$ cat config.mk
export PLATFORM = sky130hd
export DESIGN_NAME = ft2232h_frame_packer
export DESIGN_NICKNAME = d
export VERILOG_FILES = /design/src/rtl/ft2232h_pkg.sv /design/src/rtl/ft2232h_frame_bank.sv /design/src/rtl/ft2232h_frame_packer.sv
export SDC_FILE = /design/constraint.sdc
export NUM_CORES = 1
export LEC_CHECK = 0
export CORE_MARGIN = 1
export CORE_UTILIZATION = 59
export CTS_CLUSTER_DIAMETER = 30
export DETAILED_ROUTE_END_ITERATION = 7
export PLACE_DENSITY = 0.88
export RECOVER_POWER = 25
export REMOVE_ABC_BUFFERS = 1
export SYNTH_ARGS = -nofsm -noshare
export SYNTH_HDL_FRONTEND = slang
export SYNTH_HIERARCHICAL = 1
export SYNTH_SLANG_ARGS = --single-unit
$ cat constraint.sdc
create_clock -name clk -period 6.9 [get_ports clk]
set_input_delay 1.38 -clock clk [delete_from_list [all_inputs] [get_ports clk]]
set_output_delay 1.38 -clock clk [all_outputs]
set_load 0.02 [all_outputs]
$ cat src/rtl/ft2232h_pkg.sv
// Shared definitions for the FT2232H transmit path.
//   FRAME_SAMPLES / SAMPLE_WIDTH : default frame geometry
//   frame_bytes()                : bytes needed to carry one frame, rounded up
//   bank_idx_t                   : selects one of the two ping-pong banks
package ft2232h_pkg;

   localparam int unsigned FRAME_SAMPLES = 40;
   localparam int unsigned SAMPLE_WIDTH  = 14;

   typedef logic bank_idx_t;

   function automatic int unsigned frame_bytes(input int unsigned width,
                                               input int unsigned samples);
      return (width * samples + 7) / 8;
   endfunction

endpackage

$ cat src/rtl/ft2232h_frame_bank.sv
// One frame buffer: SAMPLES registers of DATA_WIDTH bits, written one slot
// at a time, read as a single flat vector.
//   clk   : write clock
//   we    : write enable for this bank
//   slot  : slot index written when we=1
//   wdata : sample to store
//   data  : flat frame, slot i at [i*DATA_WIDTH +: DATA_WIDTH], MSB first
module ft2232h_frame_bank
   import ft2232h_pkg::*;
#(
   parameter int unsigned DATA_WIDTH = SAMPLE_WIDTH,
   parameter int unsigned SAMPLES    = FRAME_SAMPLES,
   localparam int unsigned CNT_W     = (SAMPLES > 1) ? $clog2(SAMPLES) : 1
) (
   input  logic                           clk,
   input  logic                           we,
   input  logic [CNT_W-1:0]               slot,
   input  logic [DATA_WIDTH-1:0]          wdata,
   output logic [0:DATA_WIDTH*SAMPLES-1]  data
);

   logic [DATA_WIDTH-1:0] mem [SAMPLES];

   // Sample storage is deliberately not reset; frame_valid gates its use.
   always_ff @(posedge clk) begin
      for (int unsigned i = 0; i < SAMPLES; i++) begin
         if (we && (slot == CNT_W'(i))) begin
            mem[i] <= wdata;
         end
      end
   end

   // Ascending vector: the sample MSB lands on the lowest index of its field.
   always_comb begin
      data = '0;
      for (int unsigned i = 0; i < SAMPLES; i++) begin
         data[i*DATA_WIDTH +: DATA_WIDTH] = mem[i];
      end
   end

endmodule

$ cat src/rtl/ft2232h_frame_packer.sv
// Packs a stream of ADC samples into frames using two ping-pong banks and
// offers each completed frame to the TX stage with a valid/ack handshake.
//   clk, rst_n         : clock, asynchronous active-low reset
//   sample_valid/sample: incoming sample stream
//   sample_ready       : a sample offered this cycle will be stored
//   frame_valid        : frame_data holds a complete frame
//   frame_data         : flat frame, sample i at [i*DATA_WIDTH +: DATA_WIDTH]
//   frame_ack          : one-cycle pulse, current frame consumed
//   overflow           : sticky, at least one sample dropped
//   overflow_clr       : clears overflow and drop_count
//   drop_count         : saturating count of dropped samples
module ft2232h_frame_packer
   import ft2232h_pkg::*;
#(
   parameter int unsigned DATA_WIDTH     = SAMPLE_WIDTH,
   parameter int unsigned SAMPLES        = FRAME_SAMPLES,
   parameter int unsigned DROP_CNT_WIDTH = 16
) (
   input  logic                           clk,
   input  logic                           rst_n,
   input  logic                           sample_valid,
   input  logic [DATA_WIDTH-1:0]          sample,
   output logic                           sample_ready,
   output logic                           frame_valid,
   output logic [0:DATA_WIDTH*SAMPLES-1]  frame_data,
   input  logic                           frame_ack,
   output logic                           overflow,
   input  logic                           overflow_clr,
   output logic [DROP_CNT_WIDTH-1:0]      drop_count
);

   localparam int unsigned CNT_W = (SAMPLES > 1) ? $clog2(SAMPLES) : 1;
   localparam int unsigned FW    = DATA_WIDTH * SAMPLES;
   localparam logic [CNT_W-1:0] LAST_SLOT = CNT_W'(SAMPLES - 1);

   bank_idx_t        wr_bank;
   bank_idx_t        out_bank;
   logic [CNT_W-1:0] wr_cnt;
   logic [1:0]       full;
   logic [1:0]       full_nxt;
   logic [1:0]       bank_we;
   logic [0:FW-1]    bank_data [2];
   logic             accept;
   logic             drop;
   logic             wr_last;
   logic             release_frame;

   assign sample_ready  = !full[wr_bank];
   assign accept        = sample_valid && sample_ready;
   assign drop          = sample_valid && !sample_ready;
   assign wr_last       = (wr_cnt == LAST_SLOT);
   assign release_frame = frame_valid && frame_ack;
   assign bank_we[0]    = accept && (wr_bank == 1'b0);
   assign bank_we[1]    = accept && (wr_bank == 1'b1);
   assign frame_data    = bank_data[out_bank];

   for (genvar b = 0; b < 2; b++) begin : g_bank
      ft2232h_frame_bank #(
         .DATA_WIDTH (DATA_WIDTH),
         .SAMPLES    (SAMPLES)
      ) u_bank (
         .clk   (clk),
         .we    (bank_we[b]),
         .slot  (wr_cnt),
         .wdata (sample),
         .data  (bank_data[b])
      );
   end

   // Completion and release always target different banks (the writer never
   // owns a full bank), so both updates can apply on the same edge.
   always_comb begin
      full_nxt = full;
      if (accept && wr_last) begin
         full_nxt[wr_bank] = 1'b1;
      end
      if (release_frame) begin
         full_nxt[out_bank] = 1'b0;
      end
   end

   always_ff @(posedge clk or negedge rst_n) begin
      if (!rst_n) begin
         wr_bank     <= '0;
         out_bank    <= '0;
         wr_cnt      <= '0;
         full        <= '0;
         frame_valid <= 1'b0;
      end else begin
         full <= full_nxt;
         if (accept) begin
            if (wr_last) begin
               wr_cnt  <= '0;
               wr_bank <= ~wr_bank;
            end else begin
               wr_cnt <= wr_cnt + 1'b1;
            end
         end
         // Raising only from frame_valid=0 guarantees a low cycle between frames.
         if (release_frame) begin
            frame_valid <= 1'b0;
            out_bank    <= ~out_bank;
         end else if (!frame_valid && full[out_bank]) begin
            frame_valid <= 1'b1;
         end
      end
   end

   always_ff @(posedge clk or negedge rst_n) begin
      if (!rst_n) begin
         overflow   <= 1'b0;
         drop_count <= '0;
      end else if (overflow_clr) begin
         overflow   <= 1'b0;
         drop_count <= '0;
      end else if (drop) begin
         overflow <= 1'b1;
         if (drop_count != '1) begin
            drop_count <= drop_count + 1'b1;
         end
      end
   end

endmodule

==> impl_metrics.prom, run 1 <==
# TYPE chip_impl_metric gauge
chip_impl_info{name="status",value="complete, but fails checks"} 1
chip_impl_info{name="violated_checks",value="capacitance limit, slew limit"} 1
chip_impl_metric{name="highest_ir_drop_seen_on_vdd",unit="uV"} 323.4
chip_impl_metric{name="required_worst_endpoint",unit="ns"} 6.65
chip_impl_metric{name="clock_power_share",unit=""} 0.358
chip_impl_metric{name="remaining_drc_errors",unit=""} 0
chip_impl_metric{name="grtUsageTotal",unit=""} 0.3196
chip_impl_metric{name="gr-usage-met3",unit=""} 0.08713
chip_impl_metric{name="die_area",unit="mm^2"} 0.07291
chip_impl_metric{name="worst_setup_hold_path_clk_slew",unit="ns"} 0.05
chip_impl_metric{name="core.rowCount",unit=""} 97
chip_impl_metric{name="clkSinkCount",unit=""} 1148
chip_impl_metric{name="synth_area_per_cell",unit="um^2"} 20.94
chip_impl_metric{name="grt_antenna_before_repair",unit=""} 0
chip_impl_metric{name="crit_arrival",unit="ns"} 5.09
chip_impl_metric{name="grt_first_pass_wirelength",unit="um"} 166700
chip_impl_metric{name="crit_path_max_incr_delay",unit="ns"} 3.63
chip_impl_metric{name="pwr_total",unit="mW"} 22.52
chip_impl_metric{name="setup-violations-final",unit=""} 0
chip_impl_metric{name="power.share.combinational",unit=""} 0.285
chip_impl_metric{name="drive_gt1_frac",unit=""} 0.3306
chip_impl_metric{name="fin_hold_ws",unit="ns"} 0.5559
chip_impl_metric{name="cts_buffers",unit=""} 161
chip_impl_metric{name="slew_headroom",unit=""} -2.525
chip_impl_metric{name="grt-ovfl-total",unit=""} 0
chip_impl_metric{name="vias",unit=""} 23630
chip_impl_metric{name="path_buf_inv",unit=""} 1
chip_impl_metric{name="htree_num_levels",unit=""} 4
chip_impl_metric{name="gp_congestion",unit=""} 0.8880
chip_impl_metric{name="clk_latency",unit="ns"} 0.73
chip_impl_metric{name="seqPwrFrac",unit=""} 0.358
chip_impl_metric{name="synth_seq_cells",unit=""} 1148
chip_impl_info{name="rsz0062_at_grt",value="false"} 1
chip_impl_metric{name="fillCellCount",unit=""} 3251
chip_impl_info{name="cts_tree",value="built"} 1
chip_impl_metric{name="route.detailed.vias_per_inst",unit=""} 6.156
chip_impl_metric{name="clock.fmax",unit="GHz"} 0.1873
chip_impl_metric{name="port_buffers",unit=""} 597
chip_impl_metric{name="finalWirelength",unit="um"} 116900
chip_impl_metric{name="area.growth.synth_to_final",unit="%"} 30.52
chip_impl_info{name="crit_path_cell_trace",value="clkbuf_1"} 1
chip_impl_metric{name="cts_hold_repair.buffers",unit=""} 0
chip_impl_metric{name="die_w",unit="um"} 270.0
chip_impl_metric{name="hold_violations",unit=""} 0
chip_impl_metric{name="clock-skew-final",unit="ns"} 0.03111
chip_impl_metric{name="globalRouteMet1Util",unit=""} 0.3992
chip_impl_metric{name="grt_pass1_vias",unit=""} 24310
chip_impl_metric{name="static-leakage-power",unit="nW"} 18.11
chip_impl_info{name="end_kind",value="register"} 1
chip_impl_metric{name="grt_start_max_net_pins",unit=""} 89
chip_impl_metric{name="layout_min_cycle_time",unit="ns"} 5.339
chip_impl_metric{name="power_report.internal_total",unit="mW"} 15.55
chip_impl_metric{name="layout_worst_path_cycle_share",unit=""} 0.7738
chip_impl_metric{name="avgRoutedWirePerCell",unit="um"} 30.46
chip_impl_metric{name="slew_violations",unit=""} 842
chip_impl_metric{name="ctsLongestPathBuffers",unit=""} 3
chip_impl_metric{name="syn_area",unit="mm^2"} 0.04238
chip_impl_metric{name="num_io_pins",unit=""} 598
chip_impl_metric{name="synth-warning-count",unit=""} 6
chip_impl_info{name="hp-class",value="register to register"} 1
chip_impl_metric{name="synthCells",unit=""} 2024
chip_impl_info{name="worst-setup-path-type",value="input port to register"} 1
chip_impl_info{name="crit_path_top_delay_cell",value="sky130_fd_sc_hd__clkbuf_1"} 1
chip_impl_info{name="synth_ff_type",value="sky130_fd_sc_hd__edfxtp_1"} 1
chip_impl_metric{name="floorplan.initialDensity",unit=""} 0.6010
chip_impl_metric{name="net-switching-power",unit="mW"} 6.978
chip_impl_metric{name="ctsResizeCount",unit=""} 0
chip_impl_info{name="cts.root.buffer_cell",value="sky130_fd_sc_hd__clkbuf_16"} 1
chip_impl_metric{name="core-area",unit="mm^2"} 0.07051
chip_impl_metric{name="place.detailed.hpwl",unit="um"} 64980
chip_impl_metric{name="power_density",unit="mW/mm^2"} 407.2
chip_impl_metric{name="switching_share",unit=""} 0.3098
chip_impl_metric{name="critPathMaxFanout",unit=""} 80
chip_impl_metric{name="fin_setup_tns",unit="ns"} 0
chip_impl_metric{name="yosysSeqAreaShare",unit=""} 0.8101
chip_impl_metric{name="synth_edf_count",unit=""} 1120
chip_impl_metric{name="post_synth_num_cell_types",unit=""} 45
chip_impl_metric{name="cap_violations",unit=""} 12
chip_impl_metric{name="use_met2",unit=""} 0.5295
chip_impl_metric{name="async_reset_ff_frac",unit=""} 0.02439
chip_impl_metric{name="drtPass1Iterations",unit=""} 5
chip_impl_metric{name="post_route_antenna_net_violation_count",unit=""} 0
chip_impl_info{name="crit_path_start_kind",value="input port"} 1
chip_impl_metric{name="worst_pin_slew",unit="ns"} 5.288
chip_impl_metric{name="die-height",unit="um"} 270.0
chip_impl_metric{name="first_iter_violations",unit=""} 2545
chip_impl_info{name="busiest_layer",value="met2"} 1
chip_impl_metric{name="cts_setup_buffers",unit=""} 0
chip_impl_info{name="cpLargestDelayFamily",value="buffers and inverters"} 1
chip_impl_metric{name="num-nets-final",unit=""} 2785
==> area by class of cell <==
| cell class | instances | area [um^2] | area share |
|---|---|---|---|
| antenna | 1 | 2.502 | 0.00004524 |
| clock buffer | 174 | 4099 | 0.07410 |
| clock inverter | 123 | 1251 | 0.02262 |
| inverter | 4 | 17.52 | 0.0003167 |
| multi-input combinational | 787 | 8006 | 0.1447 |
| sequential | 1148 | 34340 | 0.6208 |
| tap | 940 | 1176 | 0.02126 |
| timing repair buffer | 662 | 6424 | 0.1161 |
==> per-stage QoR <==
step                cells  area [um^2]    util  worst slack, ns
detailed placement   3541        50010  0.7093            1.488
CTS                  3838        55360  0.7851            1.832
global route         3838        55310  0.7844            1.589
floorplan            1939        42050       -           -7.872
global placement     3541        50010  0.7093            1.735
finish               3839        55320  0.7845            1.561
==> logic make-up after synthesis <==
logic type      after synthesis  share of synthesized area
xor+xnor                      3                  0.0006201
fa+ha+maj                     2                  0.0005904
flops                      1148                     0.8101
buf+inv                      89                   0.008296
simple gates                184                    0.02501
mux                         567                     0.1507
compound gates               31                   0.004694
==> cells in the mapped netlist, drive strengths merged (3+ instances only) <==
cell type | instances | area [um^2]
nor3 | 25 | 125.1
clkbuf | 71 | 266.5
nand4 | 5 | 31.28
a21oi | 11 | 55.05
inv | 4 | 17.52
or3 | 3 | 18.77
nand4b | 5 | 43.79
nand2b | 8 | 50.05
or4 | 9 | 71.32
o21ai | 5 | 25.02
nand3 | 8 | 40.04
nand3b | 6 | 45.04
mux2 | 565 | 6366
o31ai | 3 | 22.52
nor4 | 38 | 275.3
xnor2 | 3 | 26.28
or4b | 4 | 40.04
buf | 14 | 67.57
edfxtp | 1120 | 33630
nor2 | 42 | 157.7
or3b | 3 | 26.28
nand2 | 18 | 67.56
nor2b | 3 | 18.77
dfrtp | 28 | 700.7
==> cells in the final DEF (no fill, tap or decap), types with 5 or more instances in the layout <==
cell type / n
sky130_fd_sc_hd__a21oi_1: 11
sky130_fd_sc_hd__bufinv_16: 10
sky130_fd_sc_hd__o21ai_0: 5
sky130_fd_sc_hd__nor3_1: 5
sky130_fd_sc_hd__clkbuf_16: 162
sky130_fd_sc_hd__dfrtp_1: 25
sky130_fd_sc_hd__nor3_2: 20
sky130_fd_sc_hd__clkinv_1: 15
sky130_fd_sc_hd__clkbuf_1: 26
sky130_fd_sc_hd__nand2b_1: 8
sky130_fd_sc_hd__mux2_2: 563
sky130_fd_sc_hd__edfxtp_1: 1120
sky130_fd_sc_hd__nor4_2: 30
sky130_fd_sc_hd__nand3_1: 8
sky130_fd_sc_hd__inv_16: 5
sky130_fd_sc_hd__nand4b_1: 5
sky130_fd_sc_hd__nor2_1: 42
sky130_fd_sc_hd__clkinv_4: 18
sky130_fd_sc_hd__buf_4: 60
sky130_fd_sc_hd__inv_6: 25
sky130_fd_sc_hd__nand4_1: 5
sky130_fd_sc_hd__nand2_1: 18
sky130_fd_sc_hd__inv_8: 7
sky130_fd_sc_hd__nand3b_1: 6
sky130_fd_sc_hd__clkinv_2: 22
sky130_fd_sc_hd__clkinvlp_4: 16
sky130_fd_sc_hd__or4_1: 8
sky130_fd_sc_hd__clkdlybuf4s50_1: 580
==> final timing paths <==
kind,startpoint,endpoint,slack (ns),cells past startpoint
max,sample[0],g_bank[1].u_bank/mem[0][42]$_DFFE_PP_,1.56,1
min,frame_valid$_DFFE_PN0P_,full[1]$_DFF_PN0_,0.56,1
max reg2reg,wr_bank$_DFFE_PN0N_,g_bank[0].u_bank/mem[4][2]$_DFFE_PP_,3.05,3
min reg2reg,frame_valid$_DFFE_PN0P_,full[1]$_DFF_PN0_,0.56,1
max in group asynchronous,rst_n,out_bank$_DFFE_PN0P_,3.88,2
min in group asynchronous,rst_n,drop_count[2]$_DFFE_PN0P_,1.70,2
==> registers in the layout, indices dropped and copies added, names as in the netlist <==
signal             cells
g_bank.u_bank/mem   1120
drop_count            16
wr_cnt                 6
full                   2
frame_valid            1
out_bank               1
overflow               1
wr_bank                1
==> layer usage <==
layer	vias up	routed length (um)
li1	9605	-
met1	12010	41170
met2	1723	58390
met3	289	12900
met4	0	4454
met5	-	0
==> power groups by stage <==
stage | clock network [mW] | registers [mW] | logic, mW
final | 8.05 | 8.06 | 6.41
after global routing | 8.41 | 8.07 | 6.56
after CTS | 8.11 | 8.03 | 6.40
after detailed placement | 0 | 8.17 | 6.30
after global placement | 0 | 8.15 | 6.24
after floorplan | 0 | 8.35 | 2.43
No activity file was read; power rests on OpenSTA's default activity.
==> inputs of run 2 (changes only) <==
--- a/config.mk
+++ b/config.mk
@@ -6,10 +6,10 @@
 export NUM_CORES = 1
 export LEC_CHECK = 0
 export CORE_MARGIN = 1
-export CORE_UTILIZATION = 59
+export CORE_UTILIZATION = 49
 export CTS_CLUSTER_DIAMETER = 30
 export DETAILED_ROUTE_END_ITERATION = 7
-export PLACE_DENSITY = 0.88
+export PLACE_DENSITY = 0.79
 export RECOVER_POWER = 25
 export REMOVE_ABC_BUFFERS = 1
 export SYNTH_ARGS = -nofsm -noshare
==> constraint.sdc (replaced) <==
create_clock -name clk -period 4.5 [get_ports clk]
set_input_delay 0.9 -clock clk [delete_from_list [all_inputs] [get_ports clk]]
set_output_delay 0.9 -clock clk [all_outputs]
set_load 0.02 [all_outputs]
==> impl_metrics.prom, run 2 (synthesized netlist as in run 1, its figures left out) <==
# TYPE chip_impl_metric gauge
chip_impl_info{name="status",value="complete, but fails checks"} 1
chip_impl_info{name="violated_checks",value="capacitance limit, slew limit"} 1
chip_impl_metric{name="gp_congestion",unit=""} 0.8387
chip_impl_metric{name="pwr_total",unit="mW"} 36.71
chip_impl_info{name="rsz0062_at_grt",value="false"} 1
chip_impl_info{name="cpLargestDelayFamily",value="buffers and inverters"} 1
chip_impl_metric{name="die_w",unit="um"} 296.1
chip_impl_metric{name="layout_min_cycle_time",unit="ns"} 4.094
chip_impl_info{name="end_kind",value="register"} 1
chip_impl_metric{name="slew_violations",unit=""} 953
chip_impl_metric{name="seq_area",unit="mm^2"} 0.03434
chip_impl_info{name="crit_path_cell_trace",value="clkbuf_1"} 1
chip_impl_metric{name="highest_ir_drop_seen_on_vdd",unit="uV"} 431.5
chip_impl_metric{name="crit_path_max_incr_delay",unit="ns"} 3.00
chip_impl_metric{name="grt_start_max_net_pins",unit=""} 101
chip_impl_metric{name="hold_violations",unit=""} 0
chip_impl_info{name="mostFrequentLayoutCell",value="sky130_fd_sc_hd__edfxtp_1"} 1
chip_impl_metric{name="slew_headroom",unit=""} -1.909
chip_impl_metric{name="cts_buffers",unit=""} 189
chip_impl_metric{name="core.rowCount",unit=""} 107
chip_impl_metric{name="die-height",unit="um"} 296.1
chip_impl_metric{name="drtPass1Iterations",unit=""} 5
chip_impl_metric{name="port_buffers",unit=""} 597
chip_impl_metric{name="route.detailed.vias_per_inst",unit=""} 5.560
chip_impl_metric{name="static-leakage-power",unit="nW"} 19.03
chip_impl_metric{name="worst_setup_hold_path_clk_slew",unit="ns"} 0.05
chip_impl_metric{name="grt-ovfl-total",unit=""} 0
chip_impl_metric{name="path_buf_inv",unit=""} 1
chip_impl_metric{name="vias",unit=""} 23150
chip_impl_metric{name="num-nets-final",unit=""} 2875
chip_impl_metric{name="power_density",unit="mW/mm^2"} 640.8
chip_impl_metric{name="critPathMaxFanout",unit=""} 65
chip_impl_metric{name="grtUsageTotal",unit=""} 0.2537
chip_impl_info{name="worst-setup-path-type",value="input port to register"} 1
chip_impl_metric{name="grt_first_pass_wirelength",unit="um"} 159700
chip_impl_metric{name="required_worst_endpoint",unit="ns"} 4.40
chip_impl_metric{name="cts_setup_buffers",unit=""} 0
chip_impl_metric{name="finalWirelength",unit="um"} 111900
chip_impl_info{name="cts.root.buffer_cell",value="sky130_fd_sc_hd__clkbuf_16"} 1
chip_impl_metric{name="layout_worst_path_cycle_share",unit=""} 0.9098
chip_impl_info{name="biggestRegsByFlops",value="g_bank.u_bank/mem (1120), drop_count (16), wr_cnt (6)"} 1
chip_impl_metric{name="num_io_pins",unit=""} 598
chip_impl_info{name="hp-class",value="register to register"} 1
chip_impl_metric{name="dp_worst_setup_slack",unit="ns"} 0.8996
chip_impl_metric{name="clock.fmax",unit="GHz"} 0.2443
chip_impl_info{name="crit_path_top_delay_cell",value="sky130_fd_sc_hd__clkbuf_1"} 1
chip_impl_metric{name="grt_antenna_before_repair",unit=""} 1
chip_impl_info{name="crit_path_start_kind",value="input port"} 1
chip_impl_metric{name="htree_num_levels",unit=""} 4
chip_impl_metric{name="die_area",unit="mm^2"} 0.08767
chip_impl_metric{name="largest_reg_flops",unit=""} 1120
chip_impl_metric{name="multi_input_area",unit="mm^2"} 0.008006
chip_impl_metric{name="post_route_antenna_net_violation_count",unit=""} 0
chip_impl_metric{name="core-area",unit="mm^2"} 0.08541
chip_impl_metric{name="ctsLongestPathBuffers",unit=""} 3
chip_impl_metric{name="remaining_drc_errors",unit=""} 0
chip_impl_metric{name="area.growth.synth_to_final",unit="%"} 35.18
chip_impl_metric{name="clock-skew-final",unit="ns"} 0.03946
chip_impl_info{name="cts_tree",value="built"} 1
chip_impl_metric{name="ctsResizeCount",unit=""} 0
chip_impl_metric{name="cts_hold_repair.buffers",unit=""} 0
chip_impl_info{name="most-common-layout-cells",value="sky130_fd_sc_hd__edfxtp_1, sky130_fd_sc_hd__clkdlybuf4s50_1, sky130_fd_sc_hd__mux2_2"} 1
chip_impl_metric{name="fin_setup_tns",unit="ns"} 0
chip_impl_metric{name="final_core_utilization",unit=""} 0.6707
chip_impl_metric{name="grt_pass1_vias",unit=""} 23860
chip_impl_info{name="largest-register",value="g_bank.u_bank/mem"} 1
chip_impl_metric{name="place.detailed.hpwl",unit="um"} 63730
chip_impl_metric{name="floorplan.initialDensity",unit=""} 0.4962
chip_impl_metric{name="cap_violations",unit=""} 13
chip_impl_metric{name="worst_pin_slew",unit="ns"} 4.363
chip_impl_metric{name="clkSinkCount",unit=""} 1148
chip_impl_metric{name="avgRoutedWirePerCell",unit="um"} 26.88
chip_impl_metric{name="setup-violations-final",unit=""} 0
chip_impl_metric{name="first_iter_violations",unit=""} 1726
chip_impl_metric{name="clk_latency",unit="ns"} 0.77
chip_impl_metric{name="drive_gt1_frac",unit=""} 0.3590
chip_impl_metric{name="layout_setup_ws",unit="ns"} 0.4061
chip_impl_metric{name="fillCellCount",unit=""} 5284
chip_impl_metric{name="crit_arrival",unit="ns"} 4.00
## run 2: where the power goes
| group | leakage (nW) | total, mW | switching, mW | internal, mW |
|---|---|---|---|---|
| clock | 3.14 | 14.5 | 5.29 | 9.20 |
| sequential | 10.4 | 12.4 | 0.336 | 12.1 |
| combinational | 5.44 | 9.82 | 5.30 | 4.52 |
| total | 19.0 | 36.7 | 10.9 | 25.8 |
## run 2: layout make-up
type | instances | share of cell area
flip-flops and latches | 1148 | 0.5994
multi-input cells | 787 | 0.1398
repair buffers | 724 | 0.1211
clock buffers | 200 | 0.08402
clock inverters | 154 | 0.03027
well taps | 1144 | 0.02499
inverters | 4 | 0.0003058
diodes | 3 | 0.0001310
## run 2: per-stage QoR
stage               area, um^2  hold slack, ns  cells
floorplan                42050          0.5028   1939
global placement         50780          0.4964   3807
detailed placement       50780          0.5027   3807
CTS                      57320          0.4916   4161
global route             57280          0.5614   4161
finish                   57290          0.5401   4164
## run 2: worst paths after layout
check | start | to | slack [ns] | depth (start not counted)
max in group asynchronous | rst_n | out_bank$_DFFE_PN0P_ | 2.50 | 2
min in group asynchronous | rst_n | drop_count[1]$_DFFE_PN0P_ | 0.60 | 1
hold / removal | frame_valid$_DFFE_PN0P_ | full[1]$_DFF_PN0_ | 0.54 | 1
hold reg to reg | frame_valid$_DFFE_PN0P_ | full[1]$_DFF_PN0_ | 0.54 | 1
setup reg to reg | wr_cnt[2]$_DFFE_PN0N_ | g_bank[0].u_bank/mem[1][98]$_DFFE_PP_ | 1.46 | 3
setup / recovery | sample[6] | g_bank[0].u_bank/mem[2][34]$_DFFE_PP_ | 0.41 | 1
## run 2: metal layers
metal | vias up | track usage | wire (um)
met5 | - | 0 | 12
met4 | 2 | 0.09542 | 3241
met3 | 205 | 0.07652 | 10310
met2 | 1181 | 0.4171 | 55840
met1 | 11930 | 0.3171 | 42540
li1 | 9835 | - | -
